==> src/rtl/dds_wave_gen.sv <==
// dds_wave_gen: DDS sine/square/triangle/sawtooth source for an 8-bit parallel DAC.
// New settings arrive via a valid/ready handshake and are swapped in at the phase wrap.
module dds_wave_gen #(
  parameter int ACC_W = 32,
  parameter int PH_W = 10,
  parameter logic [7:0] IDLE_CODE = 8'h80
) (
  input  logic             clk,
  input  logic             rstn,
  input  logic             enable,
  input  logic             cfg_valid,
  output logic             cfg_ready,
  input  logic [ACC_W-1:0] cfg_ftw,
  input  logic [PH_W-1:0]  cfg_phase,
  input  logic [7:0]       cfg_amp,
  input  logic [1:0]       cfg_wave,
  output logic             running,
  output logic             da_clk,
  output logic [7:0]       da_data
);
  localparam int QW = PH_W - 2;
  localparam int QD = 1 << QW;
  typedef enum logic [1:0] {IDLE, RUN, PEND} state_t;
  typedef struct packed {
    logic [ACC_W-1:0] ftw;
    logic [PH_W-1:0]  phase;
    logic [7:0]       amp;
    logic [1:0]       wave;
  } cfg_t;
  state_t state, state_nx;
  cfg_t act, shd, cfg_in;
  logic [ACC_W-1:0] acc;
  logic [ACC_W:0] sum;
  logic accept, go, wrap;
  logic [PH_W-1:0] ph1;
  logic [1:0] wave1;
  logic [7:0] amp1, amp2;
  logic v1, v2;
  logic signed [7:0] s, s2, s_sin, s_sq, s_tri, s_saw;
  logic signed [16:0] prod;
  logic [QW-1:0] idx;
  logic [PH_W-2:0] tx;
  logic [PH_W+6:0] tri_p;
  logic [7:0] t, raw;
  logic [6:0] lut [QD];
  function automatic logic [6:0] sin_q(input int i);
    return 7'($rtoi(127.0 * $sin(3.14159265358979 / 2.0 * (real'(i) + 0.5) / real'(QD)) + 0.5));
  endfunction
  // quarter-wave table is fixed at elaboration
  for (genvar i = 0; i < QD; i++) begin : g_lut
    assign lut[i] = sin_q(i);
  end
  assign cfg_in = {cfg_ftw, cfg_phase, cfg_amp, cfg_wave};
  assign accept = cfg_valid & cfg_ready;
  assign go = running & enable;
  assign sum = {1'b0, acc} + {1'b0, act.ftw};
  assign wrap = sum[ACC_W];
  assign da_clk = ~clk;
  always_ff @(posedge clk or negedge rstn)
    if (!rstn) state <= IDLE;
    else state <= state_nx;
  always_comb begin
    state_nx = state;
    case (state)
      IDLE: state_nx = enable ? RUN : IDLE;
      RUN: state_nx = !enable ? IDLE : accept ? PEND : RUN;
      PEND: state_nx = !enable ? IDLE : wrap ? RUN : PEND;
      default: state_nx = IDLE;
    endcase
  end
  always_comb begin
    cfg_ready = state != PEND;
    running = state != IDLE;
  end
  always_ff @(posedge clk or negedge rstn)
    if (!rstn) begin
      act <= '0;
      shd <= '0;
    end else begin
      if (accept) shd <= cfg_in;
      if (state == IDLE && accept) act <= cfg_in;
      else if (state == PEND && enable && wrap) act <= shd;
    end
  always_comb begin
    idx = ph1[PH_W-2] ? ~ph1[QW-1:0] : ph1[QW-1:0];
    s_sin = ph1[PH_W-1] ? -$signed({1'b0, lut[idx]}) : $signed({1'b0, lut[idx]});
    s_sq = ph1[PH_W-1] ? 8'sh81 : 8'sh7f;
    tx = ph1[PH_W-2:0];
    tri_p = {tx, 8'd0} - {8'd0, tx};
    t = 8'(tri_p >> (PH_W - 1));
    s_tri = ph1[PH_W-1] ? 8'd127 - t : t - 8'd127;
    raw = {~ph1[PH_W-1], ph1[PH_W-2 -: 7]};
    s_saw = raw == 8'h80 ? 8'sh81 : raw;
    s = wave1 == 2'd0 ? s_sin : wave1 == 2'd1 ? s_sq : wave1 == 2'd2 ? s_tri : s_saw;
  end
  assign prod = s2 * $signed({1'b0, amp2});
  // a stop flushes every stage so the DAC returns to mid-scale on the next clock
  always_ff @(posedge clk or negedge rstn)
    if (!rstn) begin
      acc <= '0;
      ph1 <= '0;
      wave1 <= '0;
      amp1 <= '0;
      v1 <= 1'b0;
      s2 <= '0;
      amp2 <= '0;
      v2 <= 1'b0;
      da_data <= IDLE_CODE;
    end else begin
      acc <= go ? sum[ACC_W-1:0] : '0;
      ph1 <= acc[ACC_W-1 -: PH_W] + act.phase;
      wave1 <= act.wave;
      amp1 <= act.amp;
      v1 <= go;
      s2 <= s;
      amp2 <= amp1;
      v2 <= v1 & go;
      da_data <= (v2 && go) ? 8'(prod >>> 8) + 8'd128 : IDLE_CODE;
    end
endmodule

==> config.mk <==
export PLATFORM = sky130hd
export DESIGN_NAME = dds_wave_gen
export DESIGN_NICKNAME = d
export VERILOG_FILES = /design/src/rtl/dds_wave_gen.sv
export SDC_FILE = /design/constraint.sdc
export NUM_CORES = 1
export LEC_CHECK = 0
export CORE_MARGIN = 5
export CORE_UTILIZATION = 40
export DETAILED_ROUTE_END_ITERATION = 10
export PLACE_DENSITY = 0.66
export SLEW_MARGIN = 10
export SYNTH_ARGS = -nofsm -noshare
export SYNTH_HDL_FRONTEND = slang
export SYNTH_SLANG_ARGS = --single-unit
==> constraint.sdc <==
create_clock -name clk -period 6.5 [get_ports clk]
set_clock_uncertainty 0.2 [all_clocks]
set_input_delay 1.3 -clock clk [delete_from_list [all_inputs] [get_ports clk]]
set_output_delay 1.3 -clock clk [all_outputs]
set_load 0.02 [all_outputs]
* After elaboration in Yosys (flattened, before gate mapping) *
Memories as Yosys holds them, arrays and structs flattened.
Index checks and enable logic that the tools add are counted.

storage, ports and cells
  bits in registers = 184
  bits in read-only memories = 1792
  input bits = 56
  logic and storage cells = 69
  memories kept = 1

cells by class
  add/subtract/negate cells = 7
  multiply operators = 1
  order comparisons = 1
  eq/ne operators = 6
  multiplexer cells = 20
  bitwise gates (word level) = 7
  reductions and logical operators = 8

memory list
  name              words  bits a word  read ports  clocked after Yosys merged registers in  wr ports  RTL line  source
  (name not given)  256    7            1           0                                        0         86        s_sin = ph1[PH_W-1] ? -$signed({1'b0, lut[idx]}) : $signed({1'b0, lut[idx]});

operators with widths
  cell                 count
  $mux 52              2
  $mux 8               9
  $add 32x32->33       1
  $mux 32              1
  $sub 17x9->17        1
  $mul 8x9->16         1
  $mux 7               2
  $add 10x10->10       1
  $ge 9x9->1 const B   1
  $not 8->9            1
  $add 8x8->8 const B  1
  $eq 8x8->1 const B   1
  $mux 2               4
  $neg 7->8            1
  $not 8->8            1
  $sub 7x8->8 const A  1
  $sub 8x7->8 const B  1
  $pmux 2 s3           1
  $eq 2x1->1 const B   2
  $eq 2x2->1 const B   2
  $logic_and 1x1->1    4
  $logic_not 2->1      2
  $reduce_bool 2->1    2
  $and 1x1->1          3
  3 further kinds      4

* Logic depth before layout (Yosys ltp) *
  depth after elaboration = 9
  depth in mapped cells = 23
  gate-level depth less buffers = 17

==> reports/results.txt <==
Slew headroom: 0.2515
Setup Buffers After CTS: 0
Max cap viols: 0
Worst-path clk slew: 0.07 ns
Via count: 11,240
Post-synthesis net count: 1,708
Status: finished, final reports clean
Ranking of synthesized cells by area: dfrtp_1 (33%), ha_1 (8.3%), fa_1 (5.4%)
IO Pins: 67
Final TNS setup: 0 ns
Top delay family on crit path: buffers and inverters
Mapped cell area: 13,790 sq um
Row Count: 68
GRT Util Overall: 0.1887
Reg area: 4608 sq um
Layout Nets: 1,726
RR Endpoint: s2[6]
Register area share after synthesis: 0.3341
#FFs+latches synth: 184
CP max stage delay: 0.59 ns
WL per Instance: 17.82 microns
Initial antenna violation count: 0
# DRC: 0
TritonCTS clock tree: built
CTS Buf Count: 17
DPL Wire Length: 25,360 microns
DR vias/cell: 5.593
Final hold vios: 0
Arr. time, crit path: 4.31 ns
Layout cells sized above 1: 0.09974
Largest net degree at the start of global routing: 107
Top FF cell, synth: dfrtp_1
Cells after DPL: 1,977
Required @ worst endpoint: 5.00 ns
Pins Over Slew Limit: 0
Core Box Area: 34,290 sq um
Most frequent CP cell: clkbuf_16
Post-Syn Instances: 1,523
ANT cells: 0
Post-CTS sizing: 0
Final setup violation count: 0
R2r worst-path depth: 13
Routability Congestion: 0.9295
Final non-filler cell total: 2,009
HP Class: reg -> reg
R2R Setup Slk: 1.77 ns
Chip height: 195.6 microns
Root buf cell: clkbuf_16
Synth async-reset ratio: 1.000
Buffers and inverters on the worst path: 4
Clock tree buffer depth: 2
Die width: 195.6 microns
Multi-input logic area: 8344 sq um
Vias in the first global route: 11,370
CP Max Fanout: 16
HP Start: amp1[5]
DRT Wirelength: 35,800 microns
Initial Util: 0.4021
Clock Latency Late Sink: 0.44 ns
Syn-to-layout area delta: 11.68%
CP Class: clk -> out
Syn Area/Cell: 9.052 sq um
DRT Pass-1 Iters: 5
First-pass GRT wire length: 59,480 microns
Post-CTS Hold Buffers: 0
Endpoint class of the critical path: output port
Yosys warning count: 0
Antenna Nets Post-Route: 0
# fillers: 3,332
RR Startpoint: ph1[8]
Iteration-0 DRC Markers: 807
Netlist cell types: 82
Post-synth EDFFs: 0
RSZ-0062 raised after global routing: no
IO buf count: 66
Grt ovf: 0
Slew @ Worst Pin: 1.123 ns
Worst path slowest cell: clkdlybuf4s50_1
WHS Endpoint: amp2[5]
Ordered cell list for the critical path: clkbuf_16, clkbuf_16, inv_1, clkdlybuf4s50_1
Area share of the largest cell type after synthesis: 0.3322
Crit start category: clock port
Hold path cells: 0
Die footprint: 38,280 sq um
Area leader, netlist: dfrtp_1
H-tree depth: 4
==> flip-flops by register name, indices dropped and copies added (netlist names) <==
name	count
amp1	8
wave1	2
act	52
v1	1
v2	1
ph1	10
shd	52
amp2	8
da_data	8
s2	8
state	2
acc	32
==> cells by family (layout without fill, tap and decap cells) <==
kind of cell | after synthesis | in the layout | share of synthesized area
AOI/OAI and AO/OA | 380 | 380 | 0.2039
DFF | 184 | 184 | 0.3341
and+or+nand+nor | 489 | 489 | 0.1692
adders and majority gates | 129 | 129 | 0.1372
xor gates and xnor gates | 60 | 60 | 0.03812
buffers and inverters | 212 | 243 | 0.06117
muxes | 69 | 69 | 0.05636
==> per-layer routing <==
metal  up-vias  GRT usage  part of all wire
met2       292     0.3200              0.49
met3        69    0.03451             0.050
li1       5418          -                 -
met5         -          0                 0
met4         0    0.05534             0.024
met1      5457     0.2470              0.44
==> worst max path at each step <==
stage,start,endpoint,slack (ns),depth (start not counted)
6_report,clk,da_clk,0.69,4
5_1_grt,clk,da_clk,0.63,4
4_1_cts,clk,da_clk,0.67,4
3_5_place_dp,clk,da_clk,1.14,2
3_3_place_gp,clk,da_clk,1.14,2
2_1_floorplan,clk,da_clk,1.62,1
==> cells in the final DEF, fill, tap and decap left out, types with 8 or more instances in the layout <==
master	count
a211oi_1	16
dfrtp_1	181
nor2b_1	21
clkdlybuf4s50_1	65
mux2i_1	9
a221o_1	8
o22ai_1	11
o211ai_1	10
nand2b_1	33
a221oi_2	24
a21oi_1	78
inv_1	123
xnor2_1	33
clkbuf_16	17
xor2_1	27
nand2_1	86
nand3_1	22
o21a_1	10
a31oi_1	21
buf_4	18
o21ai_0	58
nor2_1	194
and2_1	48
fa_1	37
a21o_1	25
ha_1	92
o31ai_1	10
a221oi_1	29
and3_1	10
o21bai_1	13
nor3_1	31
mux2_2	58
==> synthesized netlist by cell type (all sizes together), types with 10 or more instances <==
cell / instances
a211oi: 16
fa: 37
o22ai: 11
clkbuf: 44
ha: 92
nand2: 88
o21a: 10
xnor2: 33
a21oi: 78
nor2: 195
nor3: 31
nand2b: 33
nand3: 22
inv: 124
o211ai: 10
a221oi: 53
dfrtp: 183
and3: 10
o21bai: 13
a31oi: 21
and2: 49
buf: 42
o21ai: 58
mux2: 59
xor2: 27
o31ai: 11
a21o: 25
nor2b: 21
==> cell type report <==
cell class                 instances  share of cell area
clock buffer                      19             0.02853
clock inverter                    15             0.01016
inverter                         125             0.03048
multi-input combinational       1127              0.5420
sequential                       184              0.2993
tap                              455             0.03698
timing repair buffer              84             0.05258
==> stage by stage <==
stage / cell area [sq um] / util / hold slack, ns / setup WS, ns
finish: 15400 / 0.4490 / 0.1566 / 0.6945
floorplan: 13790 / - / 0.1312 / 1.622
global route: 15400 / 0.4490 / 0.1657 / 0.6337
detailed placement: 14810 / 0.4321 / 0.1365 / 1.141
global placement: 14810 / 0.4321 / 0.1333 / 1.141
CTS: 15400 / 0.4490 / 0.1591 / 0.6730
Power is not shown: default switching activity piles up to over one toggle a cycle in this logic, so the estimate is an artifact.
